[config.mk]
export PLATFORM = sky130hd
export DESIGN_NAME = serial_subtractor
export DESIGN_NICKNAME = d
export VERILOG_FILES = /design/src/rtl/serial_subtractor_pkg.sv /design/src/rtl/serial_subtractor_full_subtractor.sv /design/src/rtl/serial_subtractor.sv
export SDC_FILE = /design/constraint.sdc
export NUM_CORES = 1
export LEC_CHECK = 0
export BUFFER_PORTS_ARGS = -buffer_cell sky130_fd_sc_hd__buf_4
export CAP_MARGIN = 30
export CELL_PAD_IN_SITES_DETAIL_PLACEMENT = 1
export CELL_PAD_IN_SITES_GLOBAL_PLACEMENT = 2
export CORE_MARGIN = 4
export CORE_UTILIZATION = 37
export DETAILED_ROUTE_END_ITERATION = 8
export PLACE_DENSITY_LB_ADDON = 0.1
export SETUP_SLACK_MARGIN = 0.2
export SLEW_MARGIN = 20
export SYNTH_ARGS = -nofsm -noshare
export SYNTH_HDL_FRONTEND = slang
export SYNTH_SLANG_ARGS = --single-unit
export TNS_END_PERCENT = 30
[constraint.sdc]
create_clock -name clk -period 1.95 [get_ports clk]
set_input_delay 0.0975 -clock clk [delete_from_list [all_inputs] [get_ports clk]]
set_output_delay 0.0975 -clock clk [all_outputs]
set_load 0.01 [all_outputs]
[src/rtl/serial_subtractor_pkg.sv]
// Shared definitions for the bit-serial arithmetic family: FSM state encoding
// and the RUN/DONE transition rule reused by the serial datapaths.
package serial_subtractor_pkg;

    typedef enum logic [1:0] {
        S_IDLE = 2'd0,
        S_RUN  = 2'd1,
        S_DONE = 2'd2
    } state_t;

    // RUN ignores start; DONE can re-enter RUN directly for back-to-back operation.
    function automatic state_t next_state(input state_t cur, input logic start, input logic last);
        state_t nxt;
        case (cur)
            S_IDLE:  nxt = start ? S_RUN : S_IDLE;
            S_RUN:   nxt = last  ? S_DONE : S_RUN;
            S_DONE:  nxt = start ? S_RUN : S_IDLE;
            default: nxt = S_IDLE;
        endcase
        return nxt;
    endfunction

endpackage

[src/rtl/serial_subtractor_full_subtractor.sv]
// One-bit full subtractor built from two half-subtractor stages.
module full_subtractor
    import serial_subtractor_pkg::*;
(
    input  logic a,
    input  logic b,
    input  logic bin,
    output logic d,
    output logic bout
);

    logic hd_s;
    logic hb1_s;
    logic hb2_s;

    // Stage 1: a-b; stage 2: subtract the incoming borrow; either stage may borrow.
    always_comb begin
        hd_s  = a ^ b;
        hb1_s = ~a & b;
        hb2_s = ~hd_s & bin;
        d     = hd_s ^ bin;
        bout  = hb1_s | hb2_s;
    end

endmodule

[src/rtl/serial_subtractor.sv]
// Bit-serial WIDTH-bit subtractor D = A - B, LSB first, with start/ready/done handshake.
module serial_subtractor
    import serial_subtractor_pkg::*;
#(
    parameter int WIDTH = 8
) (
    input  logic             clk,
    input  logic             rst,
    input  logic             start,
    input  logic [WIDTH-1:0] A,
    input  logic [WIDTH-1:0] B,
    output logic             ready,
    output logic             busy,
    output logic             done,
    output logic [WIDTH-1:0] D,
    output logic             Bout,
    output logic             Z
);

    localparam int CNT_W = (WIDTH > 1) ? $clog2(WIDTH) : 1;
    localparam logic [CNT_W-1:0] CNT_LAST = CNT_W'(WIDTH - 1);

    state_t           state_r;
    state_t           state_nxt_s;
    logic [WIDTH-1:0] sa_r;
    logic [WIDTH-1:0] sb_r;
    logic [WIDTH-2:0] sd_r;
    logic [WIDTH-1:0] sd_nxt_s;
    logic             br_r;
    logic [CNT_W-1:0] cnt_r;
    logic             accept_s;
    logic             last_s;
    logic             d_s;
    logic             bo_s;
    logic             ready_r;
    logic             busy_r;
    logic             done_r;
    logic [WIDTH-1:0] d_r;
    logic             bout_r;
    logic             z_r;

    full_subtractor u_fs (
        .a    (sa_r[0]),
        .b    (sb_r[0]),
        .bin  (br_r),
        .d    (d_s),
        .bout (bo_s)
    );

    // Accept/last-bit decode; sd_nxt_s is the full difference once the last bit is in.
    always_comb begin
        accept_s    = start & ready_r;
        last_s      = (state_r == S_RUN) && (cnt_r == CNT_LAST);
        sd_nxt_s    = {d_s, sd_r};
        state_nxt_s = next_state(state_r, start, last_s);
    end

    // FSM state register with handshake flags decoded from the next state.
    always_ff @(posedge clk or posedge rst) begin
        if (rst) begin
            state_r <= S_IDLE;
            ready_r <= 1'b1;
            busy_r  <= 1'b0;
            done_r  <= 1'b0;
        end else begin
            state_r <= state_nxt_s;
            ready_r <= (state_nxt_s == S_IDLE) || (state_nxt_s == S_DONE);
            busy_r  <= (state_nxt_s == S_RUN);
            done_r  <= (state_nxt_s == S_DONE);
        end
    end

    // Operand shift registers, partial difference, borrow flop and bit counter.
    always_ff @(posedge clk or posedge rst) begin
        if (rst) begin
            sa_r  <= {WIDTH{1'b0}};
            sb_r  <= {WIDTH{1'b0}};
            sd_r  <= {(WIDTH-1){1'b0}};
            br_r  <= 1'b0;
            cnt_r <= {CNT_W{1'b0}};
        end else if (accept_s) begin
            sa_r  <= A;
            sb_r  <= B;
            br_r  <= 1'b0;
            cnt_r <= {CNT_W{1'b0}};
        end else if (state_r == S_RUN) begin
            sa_r <= {1'b0, sa_r[WIDTH-1:1]};
            sb_r <= {1'b0, sb_r[WIDTH-1:1]};
            sd_r <= sd_nxt_s[WIDTH-1:1];
            br_r <= bo_s;
            if (!last_s) begin
                cnt_r <= cnt_r + CNT_W'(1);
            end else begin
                cnt_r <= cnt_r;
            end
        end
    end

    // Result registers: updated only on the edge that completes the last bit.
    always_ff @(posedge clk or posedge rst) begin
        if (rst) begin
            d_r    <= {WIDTH{1'b0}};
            bout_r <= 1'b0;
            z_r    <= 1'b0;
        end else if (last_s) begin
            d_r    <= sd_nxt_s;
            bout_r <= bo_s;
            z_r    <= (sd_nxt_s == {WIDTH{1'b0}});
        end
    end

    assign ready = ready_r;
    assign busy  = busy_r;
    assign done  = done_r;
    assign D     = d_r;
    assign Bout  = bout_r;
    assign Z     = z_r;

endmodule

## Word-level counts from Yosys, hierarchy flattened

Index checks and enable logic that the tools add are counted.

- $add $sub $neg: 1
- Eq/ne operators: 6
- Multiplexer cells: 12
- Bitwise logic cells: 9
- Reductions and logical operators: 9

Operators by type and width:

| kind | count |
|---|---|
| $mux 8 | 4 |
| $mux 3 | 3 |
| $logic_not 8->1 | 1 |
| $eq 2x1->1 const B | 2 |
| $eq 2x2->1 const B | 2 |
| $logic_not 2->1 | 2 |
| $pmux 2 s2 | 1 |
| $reduce_and 2->1 | 2 |
| $add 3x1->3 const B | 1 |
| $and 1x1->1 | 3 |
| $eq 3x3->1 const B | 1 |
| $mux 1 | 3 |
| $not 1->1 | 3 |
| $mux 2 | 1 |
| $ne 2x2->1 const B | 1 |
| $reduce_bool 2->1 | 1 |
| $reduce_or 2->1 | 1 |
| $xor 1x1->1 | 2 |
| $logic_and 1x1->1 | 1 |
| $logic_or 1x1->1 | 1 |
| $or 1x1->1 | 1 |

- Bits in registers: 42
- Bits of input ports: 19
- Output and inout bits: 13
- Logic and storage cells: 49

## Longest topological paths before layout

Gate-level depths: netlist of run 1.

- Depth after elaboration: 6
- Gate-level depth with buffers: 6
- Depth with buffers taken out: 5

## Hierarchy

A second synthesis of run 1 with hierarchy kept.

- Cells, all modules: 142
- Area total of the unflattened synthesis: 1828.0 sq um

Modules (own cells, without submodules):

| module | times used | cells an instance | area an instance (sq um) | seq. area each (sq um) |
|---|---|---|---|---|
| serial_subtractor | 1 | 138 | 1796.7 | 1052.3 |
| full_subtractor | 1 | 4 | 31.3 | 0.0 |

## Worst setup path before layout of run 1

OpenSTA, ideal clock, no wires.

- Path kind: reg2reg
- From: reg cnt_r[0]
- To: reg d_r[0], in the netlist D[0]
- Setup time: 0.125 ns
- Data arrival time: 1.476 ns
- Data required time: 1.825 ns
- Slack: 0.350 ns
- Stages on the path, launching flop included: 6
- Buffers on the path: 1
- Period minus slack after synthesis: 1.600 ns
- Path through: dfrtp_1 -> ha_1 -> ha_1 -> nand3b_1 -> buf_2 -> mux2_2

- Longest elaborated chain between the ends: 2

Ends and longest elaborated chain:

| element | RTL line | RTL |
|---|---|---|
| start: declaration | serial_subtractor.sv:30 | `logic [CNT_W-1:0] cnt_r;` |
| start signal: assignment | serial_subtractor.sv:80 | `cnt_r <= {CNT_W{1'b0}};` |
| start signal: assignment | serial_subtractor.sv:85 | `cnt_r <= {CNT_W{1'b0}};` |
| start signal: assignment | serial_subtractor.sv:92 | `cnt_r <= cnt_r + CNT_W'(1);` |
| $eq 3x3->1 | serial_subtractor.sv:53 | `last_s = (state_r == S_RUN) && (cnt_r == CNT_LAST);` |
| $logic_and 1x1->1 | serial_subtractor.sv:53 |  |
| end signal: assignment | serial_subtractor.sv:102 | `d_r <= {WIDTH{1'b0}};` |
| end signal: assignment | serial_subtractor.sv:106 | `d_r <= sd_nxt_s;` |
| end: declaration | serial_subtractor.sv:38 | `logic [WIDTH-1:0] d_r;` |

Every way passes these cells.
A chain may end at the register's enable or synchronous reset.

## Worst setup path after layout of run 1

- From: reg cnt_r[0]
- To: reg d_r[3], in the netlist D[3]

Same word-level chain as after synthesis.

==> flow_summary.yaml, run 1 <==
outcome:
  status: "finished clean"
placed_design:
  dpl_worst_slack_ps: 273.9
  gp_congestion: 0.7246
  post_dp_cell_area_mm2: 0.002101
  dp_hpwl_mm: 2.305
  port_buffers: 31
worst_setup_path:
  worst_ep_required_time_ps: 2130
  endpoint_kind: "flip-flop"
  critPathKind: "reg -> reg"
  setup.worst_path.start_class: "flip-flop"
  worstPathMaxFanout: 14
  regToRegStartpoint: "cnt_r[0]"
  cp.arrival_ps: 1780
  slowest_delay_ps: 400
  worstSetupStartpoint: "cnt_r[0]"
  crit_slowest_cell: "dfrtp_1"
  crit_chain: "ha_1 > ha_1 > nand3b_1 > buf_4 > mux2_2"
  cp_common_cell: "ha_1"
routing:
  highest_layer: "met4"
  wl_per_cell_um: 13.42
  vias_per_cell: 4.631
  vias: 1153
  route.met2.wl_mm: 1.637
  post-route-drc-count: 0
  antenna_left: 0
  wl_met1_mm: 1.531
  dr.pass1.iters: 2
  dr_wl_met3_um: 138
  wl_mm: 3.341
  drt_iter0_markers: 26
die:
  rows: 25
  dieArea_mm2: 0.006092
  die_w_um: 78.05
  core_area_mm2: 0.004723
  floorplan.initialDensity: 0.3844
  ios: 32
  die_y_um: 78.05
sta:
  finalCritPeriodShare: 0.8213
  hold_viol_final: 0
  maxSlewViolCount: 0
  skew_ps: 7.876
  fin_tns_setup_ps: 0
  setup-violations-final: 0
  rsz0062_at_grt: "no"
  max_slew_margin: 0.6438
  setup_slack_ps: 348.4
  post-route-min-period_ps: 1602
  worst-slew-pin-transition_ps: 534.3
  fmax_mhz: 624.4
synthesis:
  postSynthAreaPerCell_um2: 12.79
  ys_warn_count: 0
  syn_area_mm2: 0.001815
  ys_types: 24
  synth_nets: 164
  synth_sequential_area_ratio: 0.5796
  async_flop_share: 1.000
  netlist_instances: 142
  ys_ff_latch: 42
  ys.flop_type: "dfrtp_1"
  synth_edf_count: 0
global_routing:
  grt_pass1_wl_mm: 5.837
  antenna_found_initial: 0
  grt_pass1_vias: 1233
  track_usage: 0.1208
  grt_max_degree: 43
  grt_overflow_total: 0
finish:
  nNetsFinal: 203
  synthToLayoutAreaGrowth_pct: 23.78
  antennaDiodeCount: 0
  final_common_cell: "dfrtp_1"
  drive_gt1_frac: 0.3462
  fin_area_mm2: 0.002247
  final_util: 0.4758
  layout_common_cells: "dfrtp_1 (41), buf_4 (35), nand2_1 (17)"
clocking:
  cts_tree: "yes"
  root_buffer: "clkbuf_8"
  clk_latency_ps: 290
  cts.sinks: 42
  cts_setup_buffers: 0
  clk_pin_slew_ps: 80
  clockBufferDepth: 2
  cts_made_buffers: 5
  htreeDepth: 2
job:
  max_cap_viol_count: 0
worst_hold_path:
  hold_class: "in -> reg"
  hold_start: "A[4]"
power:
  powerDensity_mw_per_mm2: 1548
  p_leak_nw: 1.135
  ir_drop_uv: 490.8
[worst paths after layout]
kind	depth (start not counted)	to	slack, ps
hold / removal	3	sa_r[4]	10
setup reg to reg	5	D[3]	350
hold reg to reg	2	Z	500
max in group asynchronous	4	D[6]	1100
min in group asynchronous	4	busy	480
setup / recovery	5	D[3]	350
[flip-flops by register name (all words and copies together) (netlist names)]
register,count
cnt_r,3
sb_r,8
busy,1
D,8
state_r,2
Z,1
Bout,1
br_r,1
sd_r,7
done,1
sa_r,8
ready,1
[area by class of cell]
| class | count | area [um2] |
|---|---|---|
| Clock buffer | 5 | 68.82 |
| Sequential cell | 42 | 1052 |
| Inverter | 7 | 26.28 |
| Multi-Input combinational cell | 85 | 681.9 |
| Timing Repair Buffer | 40 | 312.8 |
| Tap cell | 67 | 83.83 |
| Fill cell | 494 | 2476 |
| Clock inverter | 3 | 21.27 |
[worst max-delay path: cells and delay by family (launching register included)]
family                     cells  cell delay, ps
buffers and inverters          1             210
muxes                          1             350
adders and majority gates      2             420
DFF                            1             400
and+or+nand+nor                1              90
[cells in the mapped netlist (2+ instances only)]
master    count  area (um2)
mux2_2        8       90.09
nand2_1      17       63.81
a22o_1        2       17.52
a21o_1        2       15.01
mux2i_1      16       160.2
dfrtp_1      41        1026
nor2_1        5       18.77
inv_1         7       26.28
ha_1          2       25.02
nor4_1        2       12.51
clkbuf_1      3       11.26
mux2_4        7       105.1
buf_6         4       45.04
o21ai_0      16       80.08
[report_power, final]
| group | leakage, nW | internal [mW] | switching (mW) |
|---|---|---|---|
| sequential | 0.522 | 1.27 | 0.250 |
| combinational | 0.568 | 0.796 | 0.609 |
| clock | 0.0441 | 0.251 | 0.306 |
[repair_timing]
item | CTS | global route
hold buffers | 4 | 1
setup endpoints to repair | 0 | 2
endpoints found under the hold margin | 44 | 1
resized for setup | 0 | 1
[routing by layer]
metal,GRT usage,vias up
li1,-,553
met1,0.1483,573
met2,0.2029,22
met3,0.04243,5
met4,0.03147,0
met5,0,-
[metrics by stage]
stage / cells / power, mW / hold WS (ps)
after floorplan: 142 / 2.564 / 214.3
after global placement: 236 / 2.872 / 254.7
after detailed placement: 236 / 2.952 / 271.2
after CTS: 248 / 3.540 / 2.913
after global routing: 249 / 3.766 / 5.084
final: 249 / 3.479 / 9.655
[cell families (layout without fill, tap and decap cells)]
family,Yosys count,in the layout,synth area share
buf+inv,15,55,0.04824
mux,31,31,0.1957
flops,42,42,0.5796
compound gates,21,21,0.06616
xor+xnor,1,1,0.004825
simple gates,29,29,0.08063
fa+ha+maj,3,3,0.02481
Power figures use the tool's default switching activity.
==> run 2, diff against run 1 <==
- CORE_UTILIZATION: 37 -> 33
- clock period: 1.95 -> 1.3 ns (I/O delays scaled with it)
==> flow_summary.yaml, run 2 (synthesized netlist as in run 1, its figures left out) <==
power:
  power.share.combinational: 0.446
  ir_drop_uv: 988.3
  p_seq_frac: 0.387
  p_clk_frac: 0.167
  power.total_mw: 6.001
  p_sw_mw: 1.899
  p_leak_nw: 1.308
  powerDensity_mw_per_mm2: 2327
  internal_power_mw: 4.102
  p_sw_frac: 0.3165
placed_design:
  port_buffers: 31
  dp_hpwl_mm: 2.616
  gp_congestion: 0.6817
global_routing:
  grt_max_degree: 43
  grt_overflow_total: 0
  track_usage: 0.1236
  grt_pass1_vias: 1327
  antenna_found_initial: 0
  grt_pass1_wl_mm: 6.313
finish:
  layout_common_cells: "dfrtp_1 (41), buf_4 (40), nand2_1 (17)"
  final_common_cell: "dfrtp_1"
  nNetsFinal: 226
  final_util: 0.4954
  drive_gt1_frac: 0.3902
  antennaDiodeCount: 0
  synthToLayoutAreaGrowth_pct: 42.04
routing:
  wl_per_cell_um: 13.39
  drt_iter0_markers: 14
  antenna_left: 0
  vias_per_cell: 4.531
  wl_mm: 3.682
  vias: 1246
  post-route-drc-count: 0
  dr.pass1.iters: 3
job:
  max_cap_viol_count: 0
die:
  ios: 32
  die_y_um: 82.17
  floorplan.initialDensity: 0.3488
  die_w_um: 82.17
  rows: 26
  dieArea_mm2: 0.006752
  core_area_mm2: 0.005205
sta:
  maxSlewViolCount: 0
  max_slew_margin: 0.8014
  fin_tns_setup_ps: -2153
  post-route-min-period_ps: 1493
  setup-violations-final: 24
  setup_slack_ps: -193.1
  rsz0062_at_grt: "yes"
  finalCritPeriodShare: 1.149
  skew_ps: 7.400
  worst-slew-pin-transition_ps: 295.2
  hold_viol_final: 0
  fmax_mhz: 669.7
worst_hold_path:
  hold_start: "B[7]"
  min_to: "sb_r[7]"
  holdPathStages: 2
  hold_class: "in -> reg"
worst_setup_path:
  worstPathMaxFanout: 6
  regToRegStartpoint: "cnt_r[1]"
  slowest_delay_ps: 390
  crit_slowest_cell: "dfrtp_1"
  endpoint_kind: "flip-flop"
  worst_ep_required_time_ps: 1470
  r2r_slack_ps: -190
  cp.arrival_ps: 1670
  r2r-end: "D[7]"
  reg2reg_depth: 5
  critPathKind: "reg -> reg"
  worstSetupStartpoint: "cnt_r[1]"
  crit_chain: "ha_2 > ha_4 > nand3b_1 > buf_6 > mux2_4"
  setup.worst_path.start_class: "flip-flop"
outcome:
  violations: "setup timing"
  status: "finished with violations"
clocking:
  cts_made_buffers: 5
  htreeDepth: 2
  cts.sinks: 42
  cts_tree: "yes"
  clk_latency_ps: 290
  clockBufferDepth: 2
  clk_pin_slew_ps: 80
  root_buffer: "clkbuf_8"
## run 2: cell types whose count changed in the layout (fill, tap and decap cells not counted), sizes merged
cell | previous run | this run
bufinv | 0 | 1
buf | 35 | 47
clkbuf | 5 | 6
dlygate4sd3 | 5 | 16
clkinv | 3 | 1
## run 2: worst max-delay path: cells and delay by family (launching register included)
kind / cells / cell delay [ps]
buf+inv: 1 / 160
flops: 1 / 390
mux: 1 / 300
fa+ha+maj: 2 / 360
simple gates: 1 / 150
## run 2: metrics by stage
step                std cells  instance area (um2)  hold WS, ps  setup WS, ps
CTS                       274                 2556        2.670        -207.2
floorplan                 142                 1852        181.8        -172.2
global route              275                 2579        5.162        -242.2
detailed placement        248                 2240        130.2        -198.4
finish                    275                 2579        9.247        -193.1
global placement          248                 2240        122.6        -158.2
## run 2: power groups by stage
stage | registers [mW] | logic [mW] | clock network [mW]
after detailed placement | 2.34 | 2.43 | 0
final | 2.32 | 2.68 | 1.00
after floorplan | 2.29 | 1.64 | 0
after global placement | 2.29 | 2.32 | 0
after global routing | 2.40 | 2.94 | 1.11
after CTS | 2.32 | 2.61 | 1.04
## run 2: area by class of cell
| cell class | instances | area, um2 |
|---|---|---|
| clock buffer | 6 | 72.57 |
| clock inverter | 2 | 37.54 |
| fill | 566 | 2626 |
| inverter | 7 | 26.28 |
| multi-input combinational | 85 | 737.0 |
| sequential | 42 | 1052 |
| tap | 70 | 87.58 |
| timing repair buffer | 63 | 565.5 |
## run 2: worst max path at each step
stage / to / cells after the start
after detailed placement: D[7] / 5
after global placement: Z / 5
after CTS: D[7] / 5
after floorplan: D[0] / 5
after global routing: D[7] / 5
final: D[7] / 5
## run 2: layer usage
metal / vias to the layer above / GRT usage / part of all wire
li1: 603 / - / -
met1: 615 / 0.1549 / 0.45
met2: 23 / 0.2100 / 0.49
met3: 5 / 0.03579 / 0.043
met4: 0 / 0.02990 / 0.010
met5: - / 0 / 0
## run 2: what timing repair did
item / CTS / global route
setup endpoints to repair: 41 / 42
endpoints found under the hold margin: 56 / 0
resized for setup: 9 / 19
hold buffers: 16 / 0
pin swaps: 2 / 11
gates cloned: 0 / 0
setup buffers: 2 / 1
==> run 3, diff against run 2 <==
- BUFFER_PORTS_ARGS: -buffer_cell sky130_fd_sc_hd__buf_4 -> default
- CORE_UTILIZATION: 33 -> 37
- CTS_CLUSTER_DIAMETER: default -> 80
- DONT_BUFFER_PORTS: default -> 1
- SKIP_LAST_GASP: default -> 1
==> flow_summary.yaml, run 3 (synthesized netlist as in run 1, its figures left out) <==
sta:
  fin_tns_setup_ps: -1909
  max_slew_margin: 0.6684
  finalCritPeriodShare: 1.139
  worst-slew-pin-transition_ps: 494.4
  fin_hold_ws_ps: 176.0
  hold_viol_final: 0
  skew_ps: 6.983
  rsz0062_at_grt: "yes"
  fmax_mhz: 675.1
  setup-violations-final: 21
  setup_slack_ps: -181.2
  maxSlewViolCount: 0
  post-route-min-period_ps: 1481
finish:
  antennaDiodeCount: 0
  synthToLayoutAreaGrowth_pct: 26.40
  final_common_cell: "dfrtp_1"
  layout_common_cells: "dfrtp_1 (41), dlygate4sd3_1 (18), buf_4 (18)"
  nNetsFinal: 200
  fin_area_mm2: 0.002295
  drive_gt1_frac: 0.2737
  final_util: 0.4858
worst_setup_path:
  reg2reg_depth: 5
  crit_path_end: "D[3]"
  crit_chain: "ha_2 > ha_4 > nand3b_1 > buf_12 > mux2_2"
  critical-path-top-delay-family: "flip-flops"
  setup.worst_path.start_class: "flip-flop"
  crit_slowest_cell: "dfrtp_1"
  worstSetupStartpoint: "cnt_r[1]"
  slowest_delay_ps: 390
  worst_ep_required_time_ps: 1480
  path_depth: 5
  critical_path_buf_inv_count: 1
  regToRegStartpoint: "cnt_r[1]"
  r2r_slack_ps: -180
  cp.arrival_ps: 1660
  worstPathMaxFanout: 11
  r2r-end: "D[3]"
  endpoint_kind: "flip-flop"
  critPathKind: "reg -> reg"
routing:
  antenna_left: 0
  wl_mm: 3.405
  dr.pass1.iters: 2
  vias_per_cell: 4.618
  wl_per_cell_um: 13.84
  drt_iter0_markers: 38
  post-route-drc-count: 0
  vias: 1136
clocking:
  cts_tree: "yes"
  clk_pin_slew_ps: 80
  cts_made_buffers: 5
  clk_latency_ps: 290
  cts.sinks: 42
  clockBufferDepth: 2
  root_buffer: "clkbuf_8"
  htreeDepth: 2
global_routing:
  track_usage: 0.1271
  grt_pass1_vias: 1301
  grt_overflow_total: 0
  antenna_found_initial: 0
  grt_pass1_wl_mm: 6.106
  grt_max_degree: 19
placed_design:
  post_dp_cell_area_mm2: 0.001986
  port_buffers: 0
  gp_congestion: 0.7154
  dp_hpwl_mm: 2.524
power:
  p_leak_nw: 1.132
  power.total_mw: 5.411
  powerDensity_mw_per_mm2: 2358
  ir_drop_uv: 747.0
job:
  max_cap_viol_count: 0
die:
  die_y_um: 78.05
  ios: 32
  rows: 25
  dieArea_mm2: 0.006092
  die_w_um: 78.05
  core_area_mm2: 0.004723
  floorplan.initialDensity: 0.3844
outcome:
  status: "finished with violations"
  violations: "setup timing"
worst_hold_path:
  hold_class: "in -> async"
[run 3: timing repair]
item | CTS | global route
setup buffers | 2 | 3
gates cloned | 0 | 0
pin swaps | 3 | 1
hold buffers | 18 | 0
gates resized for setup | 2 | 0
hold endpoints to repair | 43 | 0
endpoints found under the setup margin | 42 | 42
[run 3: how the worst min path moves through the flow]
stage               slack, ps        to   from
finish                    180  cnt_r[1]    rst
CTS                       180      busy    rst
detailed placement        -60      busy    rst
global route              200  cnt_r[0]  start
floorplan                 180   sa_r[0]   A[0]
global placement          -70      busy    rst
[run 3: per-stage QoR]
step | worst slack [ps] | std cells
2_1_floorplan | -172.2 | 142
3_3_place_gp | -128.0 | 215
3_5_place_dp | -179.7 | 215
4_1_cts | -194.5 | 243
5_1_grt | -224.3 | 246
6_report | -181.2 | 246
[run 3: worst reg2reg max path: cells and delay by family, from the launching register on]
kind | cells | cell delay, ps
buf+inv | 1 | 150
simple gates | 1 | 130
fa+ha+maj | 2 | 360
flops | 1 | 390
mux | 1 | 340
[run 3: layer usage]
metal,track usage,vias to the layer above,share of wire
met2,0.2115,25,0.50
met1,0.1572,557,0.44
met5,0,-,0
met3,0.03899,5,0.047
li1,-,549,-
met4,0.04196,0,0.012
[run 3: layout make-up]
type	count	area, um2
sequential	42	1052
tap	67	83.83
clock buffer	7	86.33
clock inverter	1	5.005
inverter	7	26.28
fill	500	2429
multi-input combinational	85	705.7
timing repair buffer	37	335.3
[run 3: report_power, final]
group          internal, mW  switching, mW  total, mW
Clock                 0.428          0.416      0.844
Combinational          1.31          0.869       2.18
Sequential             1.90          0.486       2.39
